### config.mk
export PLATFORM = sky130hd
export DESIGN_NAME = led_toggle_ctrl
export DESIGN_NICKNAME = d
export VERILOG_FILES = /design/src/rtl/led_ctrl_pkg.sv /design/src/rtl/btn_debounce.sv /design/src/rtl/led_toggle_ctrl.sv
export SDC_FILE = /design/constraint.sdc
export NUM_CORES = 1
export LEC_CHECK = 0
export CAP_MARGIN = 10
export CORE_MARGIN = 8
export CORE_UTILIZATION = 59
export DETAILED_ROUTE_END_ITERATION = 8
export GPL_TIMING_DRIVEN = 0
export PLACE_DENSITY = 0.77
export SLEW_MARGIN = 0
export SYNTH_ARGS = -nofsm -noshare
export SYNTH_HDL_FRONTEND = slang
export SYNTH_HIERARCHICAL = 1
export SYNTH_SLANG_ARGS = --single-unit
### constraint.sdc
create_clock -name i_clk -period 1.9 [get_ports i_clk]
set_input_delay 0.38 -clock i_clk [delete_from_list [all_inputs] [get_ports i_clk]]
set_output_delay 0.38 -clock i_clk [all_outputs]
set_load 0.05 [all_outputs]
### src/rtl/led_ctrl_pkg.sv
// Shared constants for the LED toggle controller and its per-channel debouncers.
package led_ctrl_pkg;

  localparam int unsigned N_CH_DEFAULT     = 4;
  localparam int unsigned DEBOUNCE_DEFAULT = 50000;

  // Electrical polarity of the board: LEDs and buttons are both active-low.
  localparam logic LED_OFF      = 1'b1;
  localparam logic BTN_RELEASED = 1'b1;

  // Counter width for a debounce window; always holds DebounceCycles-1.
  function automatic int unsigned deb_cnt_width(input int unsigned debounce_cycles);
    return (debounce_cycles < 2) ? 1 : $clog2(debounce_cycles);
  endfunction

endpackage

### src/rtl/btn_debounce.sv
// One button channel: 2-flop synchronizer, counter debouncer and press strobe.
// press_o is the combinational accept-of-press strobe; the caller registers it.
module btn_debounce
  import led_ctrl_pkg::*;
#(
  parameter int unsigned DebounceCycles = DEBOUNCE_DEFAULT
) (
  input  logic clk_i,
  input  logic rst_ni,
  input  logic btn_n_i,
  output logic stable_o,
  output logic press_o
);

  localparam int unsigned CntW = deb_cnt_width(DebounceCycles);
  localparam logic [CntW-1:0] CntMax = CntW'(DebounceCycles - 1);

  logic            sync1_q, sync2_q;
  logic            stable_q, stable_d;
  logic [CntW-1:0] cnt_q, cnt_d;
  logic            accept;

  always_ff @(posedge clk_i or negedge rst_ni) begin
    if (!rst_ni) begin
      sync1_q  <= BTN_RELEASED;
      sync2_q  <= BTN_RELEASED;
      stable_q <= BTN_RELEASED;
      cnt_q    <= '0;
    end else begin
      sync1_q  <= btn_n_i;
      sync2_q  <= sync1_q;
      stable_q <= stable_d;
      cnt_q    <= cnt_d;
    end
  end

  // Any cycle where the synchronized level agrees with stable restarts the window.
  always_comb begin
    cnt_d    = '0;
    stable_d = stable_q;
    accept   = 1'b0;
    if (sync2_q != stable_q) begin
      if (cnt_q == CntMax) begin
        accept   = 1'b1;
        stable_d = sync2_q;
      end else begin
        cnt_d = cnt_q + CntW'(1);
      end
    end
  end

  assign stable_o = stable_q;
  assign press_o  = accept && (stable_q == BTN_RELEASED);

endmodule

### src/rtl/led_toggle_ctrl.sv
// Debounced push-button LED toggler: each accepted press flips its LED,
// i_clr_all darkens every LED; press pulses are registered alongside the toggle.
module led_toggle_ctrl
  import led_ctrl_pkg::*;
#(
  parameter int unsigned DEBOUNCE_CYCLES = DEBOUNCE_DEFAULT,
  parameter int unsigned N_CH            = N_CH_DEFAULT
) (
  input  logic            i_clk,
  input  logic            i_rst_n,
  input  logic [N_CH-1:0] i_btn_n,
  input  logic            i_clr_all,
  output logic [N_CH-1:0] o_led_n,
  output logic [N_CH-1:0] o_press
);

  if (DEBOUNCE_CYCLES < 2) begin : g_bad_param
    $error("DEBOUNCE_CYCLES must be at least 2");
  end

  logic [N_CH-1:0] stable;
  logic [N_CH-1:0] press_strobe;
  logic [N_CH-1:0] led_q, led_d;
  logic [N_CH-1:0] press_q;

  for (genvar g = 0; g < N_CH; g++) begin : g_ch
    btn_debounce #(
      .DebounceCycles(DEBOUNCE_CYCLES)
    ) u_btn_debounce (
      .clk_i   (i_clk),
      .rst_ni  (i_rst_n),
      .btn_n_i (i_btn_n[g]),
      .stable_o(stable[g]),
      .press_o (press_strobe[g])
    );

    // A press strobe is only legal on the edge that leaves the released level.
    always_comb begin
      if (press_strobe[g]) begin
        assert (stable[g] == BTN_RELEASED);
      end
    end
  end

  // Clear wins over a coincident toggle; the press pulse itself is unaffected.
  always_comb begin
    led_d = led_q ^ press_strobe;
    if (i_clr_all) begin
      led_d = '0;
    end
  end

  always_ff @(posedge i_clk or negedge i_rst_n) begin
    if (!i_rst_n) begin
      led_q   <= '0;
      press_q <= '0;
    end else begin
      led_q   <= led_d;
      press_q <= press_strobe;
    end
  end

  always_comb begin
    o_led_n = '0;
    for (int i = 0; i < N_CH; i++) begin
      o_led_n[i] = led_q[i] ? ~LED_OFF : LED_OFF;
    end
  end

  assign o_press = press_q;

endmodule

* After elaboration in Yosys (flattened, before gate mapping)
Cells that the tools add are included.
** Word-level totals
- Flip-flop bits (word level) :: 84
- Output and inout bits :: 8
- Logic and storage cells :: 60
** Cells by class
- $add $sub $neg :: 4
- Equality and inequality tests :: 8
- Mux-type cells :: 21
- Bitwise gates (word level) :: 1
- Reductions and logical operators :: 8
** Operators by type and width (number)
- 16-bit 2-to-1 mux :: 8
- 16-bit by 1-bit adder with 16-bit output, second input constant :: 4
- 16-bit equality test, second input constant :: 4
- 1-bit 2-to-1 mux :: 12
- 2-bit AND reduction :: 4
- 1-bit logical AND :: 4
- 4-bit 2-to-1 mux :: 1
- 1-bit inequality test :: 4
- 4-bit XOR :: 1

* Depth between registers and ports, before layout
Gate-level depths: netlist (run 1).
- Depth in word-level cells :: 6
- Mapped depth :: 7
- Mapped depth without buffers :: 6

* By module
Netlist (run 1), hierarchy kept.
** By module, submodules not included
- btn_debounce :: instances 4, cells an instance 92, area each 1038.5 µm²
- led_toggle_ctrl :: instances 1, cells an instance 20, area each 265.3 µm²

* Least setup slack after synthesis (run 1)
OpenSTA, ideal clock, no wires.
- Path type :: register to register
- From :: register g_ch[2].u_btn_debounce.cnt_q[0]
- To :: register led_q[2]
- Setup time :: 0.119 ns
- Data arrival time :: 1.517 ns
- Data required time :: 1.781 ns
- Slack :: 0.264 ns
- Cell stages (with the launch flop) :: 8
- Path buffers :: 1
- Clock period less this slack :: 1.636 ns
- Cells stage by stage :: dfrtp_1 -> ha_1 -> and3_1 -> buf_2 -> nand2_1 -> nor4b_1 -> xnor2_1 -> nor2_1
** On the way
- Word-level cells in the longest chain between the ends :: 6
** Ends and longest elaborated chain
- start, declared :: RTL line btn_debounce.sv:20 : logic [CntW-1:0] cnt_q, cnt_d;
- start signal, assigned :: RTL line btn_debounce.sv:33 : cnt_q <= cnt_d;
- 16-bit equality test :: RTL line btn_debounce.sv:43 : if (cnt_q == CntMax) begin
- 1-bit 2-to-1 mux :: RTL line btn_debounce.sv:43
- 1-bit 2-to-1 mux :: RTL line btn_debounce.sv:42 : if (sync2_q != stable_q) begin
- 1-bit logical AND :: RTL line btn_debounce.sv:53 : assign press_o = accept && (stable_q == BTN_RELEASED);
- named net press_strobe[2] :: RTL line led_toggle_ctrl.sv:22 : logic [N_CH-1:0] press_strobe;
- 4-bit XOR :: RTL line led_toggle_ctrl.sv:47 : led_d = led_q ^ press_strobe;
- 4-bit 2-to-1 mux :: RTL line led_toggle_ctrl.sv:48 : if (i_clr_all) begin
- named net led_d[2] :: RTL line led_toggle_ctrl.sv:23 : logic [N_CH-1:0] led_q, led_d;
- end signal, assigned :: RTL line led_toggle_ctrl.sv:58 : led_q <= led_d;
- end, declared :: RTL line led_toggle_ctrl.sv:23
The timed path passes the listed nets, and every way through them passes these cells.
A chain may end at the register's enable or synchronous reset.

* Final worst setup path (run 1)
- From :: register press_q[2], in the netlist o_press[2]
- To :: output port o_press[2]
** RTL lines
- start, declared :: RTL line led_toggle_ctrl.sv:24 : logic [N_CH-1:0] press_q;
- start signal, assigned :: RTL line led_toggle_ctrl.sv:59 : press_q <= press_strobe;
- end, declared :: RTL line led_toggle_ctrl.sv:14 : output logic [N_CH-1:0] o_press
No word-level cell between the ends.

==> results.md, run 1 <==
Global route:
- For met2 alone, demand over resource in global routing was about a quarter.
- The global routing usage summed across all routing layers is 16.3%.
- Entering global routing, the biggest net connects between 60 and 70 pins.
- The first global-routing pass estimated roughly 14000 um of wire.
- The layer with the highest usage after global routing is met2.
- After global routing the overflow that remains totals 0.
- In the global route stage, met1 resource usage came out at a little over a fifth.
- The number of antenna violations at the first check in global routing is 0.
- The via count of the first global-routing pass is 2882.
- For this run, global-route usage on met3 was measured as under 10%.

Detailed routing:
- The total via count in the routed design is 2821.
- In the final routed layout, each cell accounts on average for 14.5 um.
- The total iterations of the first detailed-routing run is 4.
- The per-cell via count in the routed design is 5.43.
- The detailed router finished its first iteration with 87 violations.
- In the routed design, unresolved DRC markers number 0.
- The total wire length is 7530 um.
- The number of nets still failing antenna checks after routing is 0.

Timing:
- The count of endpoints failing hold in the final timing report is 0.
- The worst path needs 1.84 ns of the cycle, external delays included.
- For the pin with the worst max-slew slack, the measured transition is 0.501 ns.
- The maximum clock frequency is 543 MHz.
- In this run the tightest slew margin relative to its limit is 66.5%.
- The number of max-slew violations in the final report is 0.
- The least setup slack across all paths after layout is 0.0594 ns.
- The total of endpoints with negative setup slack in the final report is 0.
- Setup repair after global routing left no endpoint under its margin.
- Dividing the final minimum period by the clock period gives 96.9%.
- The accumulated negative setup slack is 0 ns.
- The clock tree skew after final layout is ~0.0070 ns.

Layout:
- The synthesis-to-finish area growth is 12.1%.
- Cells fill 68.3% of the core in the end.
- In the final layout, the share of cells above drive strength 1 is 30.2%.
- The number of non-filler instances in the completed layout is 520.
- The antenna diode count is 0.
- Summing all non-filler instances in the final layout gives an area of 0.00495 mm^2.
- After the last flow step, the layout net total stands at 427.

Yosys:
- The synthesized netlist occupies a cell area of 0.00442 mm^2.
- After synthesis the netlist holds a flip-flop and latch count of 84.
- The total nets after synthesis is 399.
- The count of warnings emitted by yosys is 6.
- The synthesized area per cell is 11.4 um^2.
- In this run, distinct cell masters in the synthesized netlist total 26.
- The count of mapped cells out of synthesis is 388.
- The share of the yosys chip area belonging to registers is between 40 and 50%.

Status:
- The run finished with clean final reports.

Die:
- Measured along the x axis, the die boundary spans 103 um.
- The floorplan step defined a die boundary enclosing around 0.011 mm^2.
- After floorplanning, the core was divided into 31 placement rows.
- During I/O placement, the number of pins put on the boundary was 15.
- The core region is 0.00725 mm^2.
- The die is 103 um tall.
- For this configuration, the core starts out at a cell density of roughly three fifths.

Power and ir drop:
- Summed over all nets, the switching power comes to 0.000700 W.
- Of the total power, registers draw 57.3%.
- The highest ir drop seen on vdd is between 0.4 and 0.5 mV.
- The switching portion of total power is 21.7%.
- In this run the power density over the cells is 652 mW/mm^2.
- Internal power comes to 0.00253 W.
- The combinational group share of total power is 4.7%.
- Summed over all cells, the static leakage comes to just over 2 nW.
- The share of total power dissipated in the clock network is between 30% and 40%.

Clocking:
- The clock sink count is 84.
- The number of buffers added by the clock tree synthesis step is 9.
- The largest buffer count on any clock path is 2.
- The H-tree was split into 3 levels.
- The tree is rooted in a clkbuf_8.
- After clock tree synthesis, the clock-pin slew on the worst setup and hold paths is approximately 0.08 ns.
- The clock tree from TritonCTS is yes.
- The insertion delay to the later sink of the worst-skew pair is 0.34 ns.

Setup path:
- The largest individual stage delay along the critical path comes from the cell clkdlybuf4s50_1.
- The kind of critical path is register to output port.
- Along the worst path, the maximum fanout reaches 1.
- The worst setup path is launched from a register.
- Grouping stages by cell kind, the critical path spends the most delay in buffers and inverters.
- Traced cell by cell, the critical path runs through clkdlybuf4s50_1.
- In this design, the stage delay of the slowest critical-path cell is 0.79 ns.
- The critical path endpoint category is an output port.
- Data arrives at the worst endpoint at 1.46 ns.
- Data on the critical path is required at its endpoint by 1.52 ns.
- Together, buffers and inverters on the worst path number 1.

Placed design:
- In this run the cell area measured after placement is 0.00471 mm^2.
- The instance count after placement with tap cells included is 502.
- The setup slack at placement is -0.108 ns.
- The half-perimeter wire length after placement is between 5000 and 6000 um.
- The number of buffers added on ports is 14.
- The congestion estimate from routability-driven global placement came to 0.796.

Flow run:
- The tool flagged a number of max-cap violations equal to 0.

Hold path:
- The path category of the worst min-delay check is register to register.
[synthesized netlist by cell type, drive strengths merged]
cell	count	area share, %
nor2	76	8.9
dfrtp	72	41
xnor2	40	7.9
nand3	28	4.3
nand4	28	4.5
xor2	24	4.8
buf	20	4.2
and3	12	1.7
dfstp	12	7.1
nand2	12	1.7
nor4	12	3.4
nor4b	12	2.9
and4bb	8	2.3
inv	8	0.68
nor3	8	0.91
and2	4	0.57
and4	4	0.79
ha	4	1.1
mux2	4	1.4
[power groups by stage]
| stage | clock (W) | sequential, W | combinational (W) |
|---|---|---|---|
| 6_report | 0.00123 | 0.00185 | 0.000152 |
| 3_3_place_gp | 0 | 0.00188 | 0.000141 |
| 3_5_place_dp | 0 | 0.00188 | 0.000150 |
| 4_1_cts | 0.00127 | 0.00185 | 0.000153 |
| 5_1_grt | 0.00136 | 0.00186 | 0.000172 |
| 2_1_floorplan | 0 | 0.00188 | 0.0000778 |
[metal layers]
layer / share of wire [%] / vias up
met5: 0 / -
met4: 0.78 / 0
met1: 48 / 1396
met2: 49 / 25
met3: 2.6 / 5
li1: - / 1395
[final timing paths]
path	startpoint	slack, ns	endpoint	depth (start not counted)
worst max register to register	g_ch[0].u_btn_debounce/cnt_q[0]	0.14	led_q[0]	7
worst min register to register	g_ch[0].u_btn_debounce/sync1_q	0.36	g_ch[0].u_btn_debounce/sync2_q	0
worst min-delay path	g_ch[0].u_btn_debounce/sync1_q	0.36	g_ch[0].u_btn_debounce/sync2_q	0
min in group asynchronous	i_rst_n	0.47	g_ch[3].u_btn_debounce/cnt_q[8]	2
worst max-delay path	o_press[2]	0.06	o_press[2]	1
max in group asynchronous	i_rst_n	0.78	g_ch[1].u_btn_debounce/sync2_q	3
[final cells by class]
type                       instances  area [um^2]
multi-input combinational        276         2130
clock buffer                      14          153
timing repair buffer              17          180
clock inverter                     2         35.0
fill                             565         2300
sequential                        84         2120
tap                               99          124
buffer                            20          185
inverter                           8         30.0
[registers in the layout (all words and copies together), names as in the netlist]
signal,count
g_ch.u_btn_debounce/cnt_q,64
g_ch.u_btn_debounce/stable_o,4
g_ch.u_btn_debounce/sync1_q,4
g_ch.u_btn_debounce/sync2_q,4
led_q,4
o_press,4
[stage by stage]
step / hold WS [ns] / power, W
after floorplan: 0.0844 / 0.00196
after detailed placement: 0.293 / 0.00203
final: 0.357 / 0.00323
after CTS: 0.358 / 0.00328
after global routing: 0.363 / 0.00338
after global placement: 0.346 / 0.00203
[logic make-up (layout without fill, tap and decap cells)]
| family | count (synthesis) | in the layout | share of synthesized area (%) |
|---|---|---|---|
| AND/OR/NAND/NOR | 204 | 204 | 32.0 |
| XOR/XNOR | 64 | 64 | 12.7 |
| adder cells (fa/ha/maj) | 4 | 4 | 1.13 |
| multiplexers | 4 | 4 | 1.36 |
| buffers and inverters | 28 | 61 | 4.87 |
| flip-flops | 84 | 84 | 47.9 |
[cells in the final DEF (no fill, tap or decap), types with 10 or more instances in the layout]
cell type	count
clkbuf_8	10
buf_2	12
nor2_1	32
nand4_1	24
xor2_1	24
nor2_2	44
nor4_2	12
and3_1	12
dfrtp_1	72
xnor2_1	40
dfstp_2	12
nand3_1	24
[timing repair]
action / in CTS / in global routing
gates resized for setup: 6 / 5
hold endpoints to repair: 20 / 0
pin swaps: 0 / 1
cloned: 0 / 0
setup endpoints to repair: 6 / 5
hold buffers: 1 / 0
buffers inserted: 0 / 1
(Power assumes the default switching activity.)
==> run 2, diff against run 1 <==
--- a/config.mk
+++ b/config.mk
@@ -9,6 +9,7 @@
 export CORE_MARGIN = 8
 export CORE_UTILIZATION = 59
 export DETAILED_ROUTE_END_ITERATION = 8
+export GPL_ROUTABILITY_DRIVEN = 0
 export GPL_TIMING_DRIVEN = 0
 export PLACE_DENSITY = 0.77
 export SLEW_MARGIN = 0
==> results of run 2 <==
The final DEF is identical to that of run 1; final timing and power are the same.
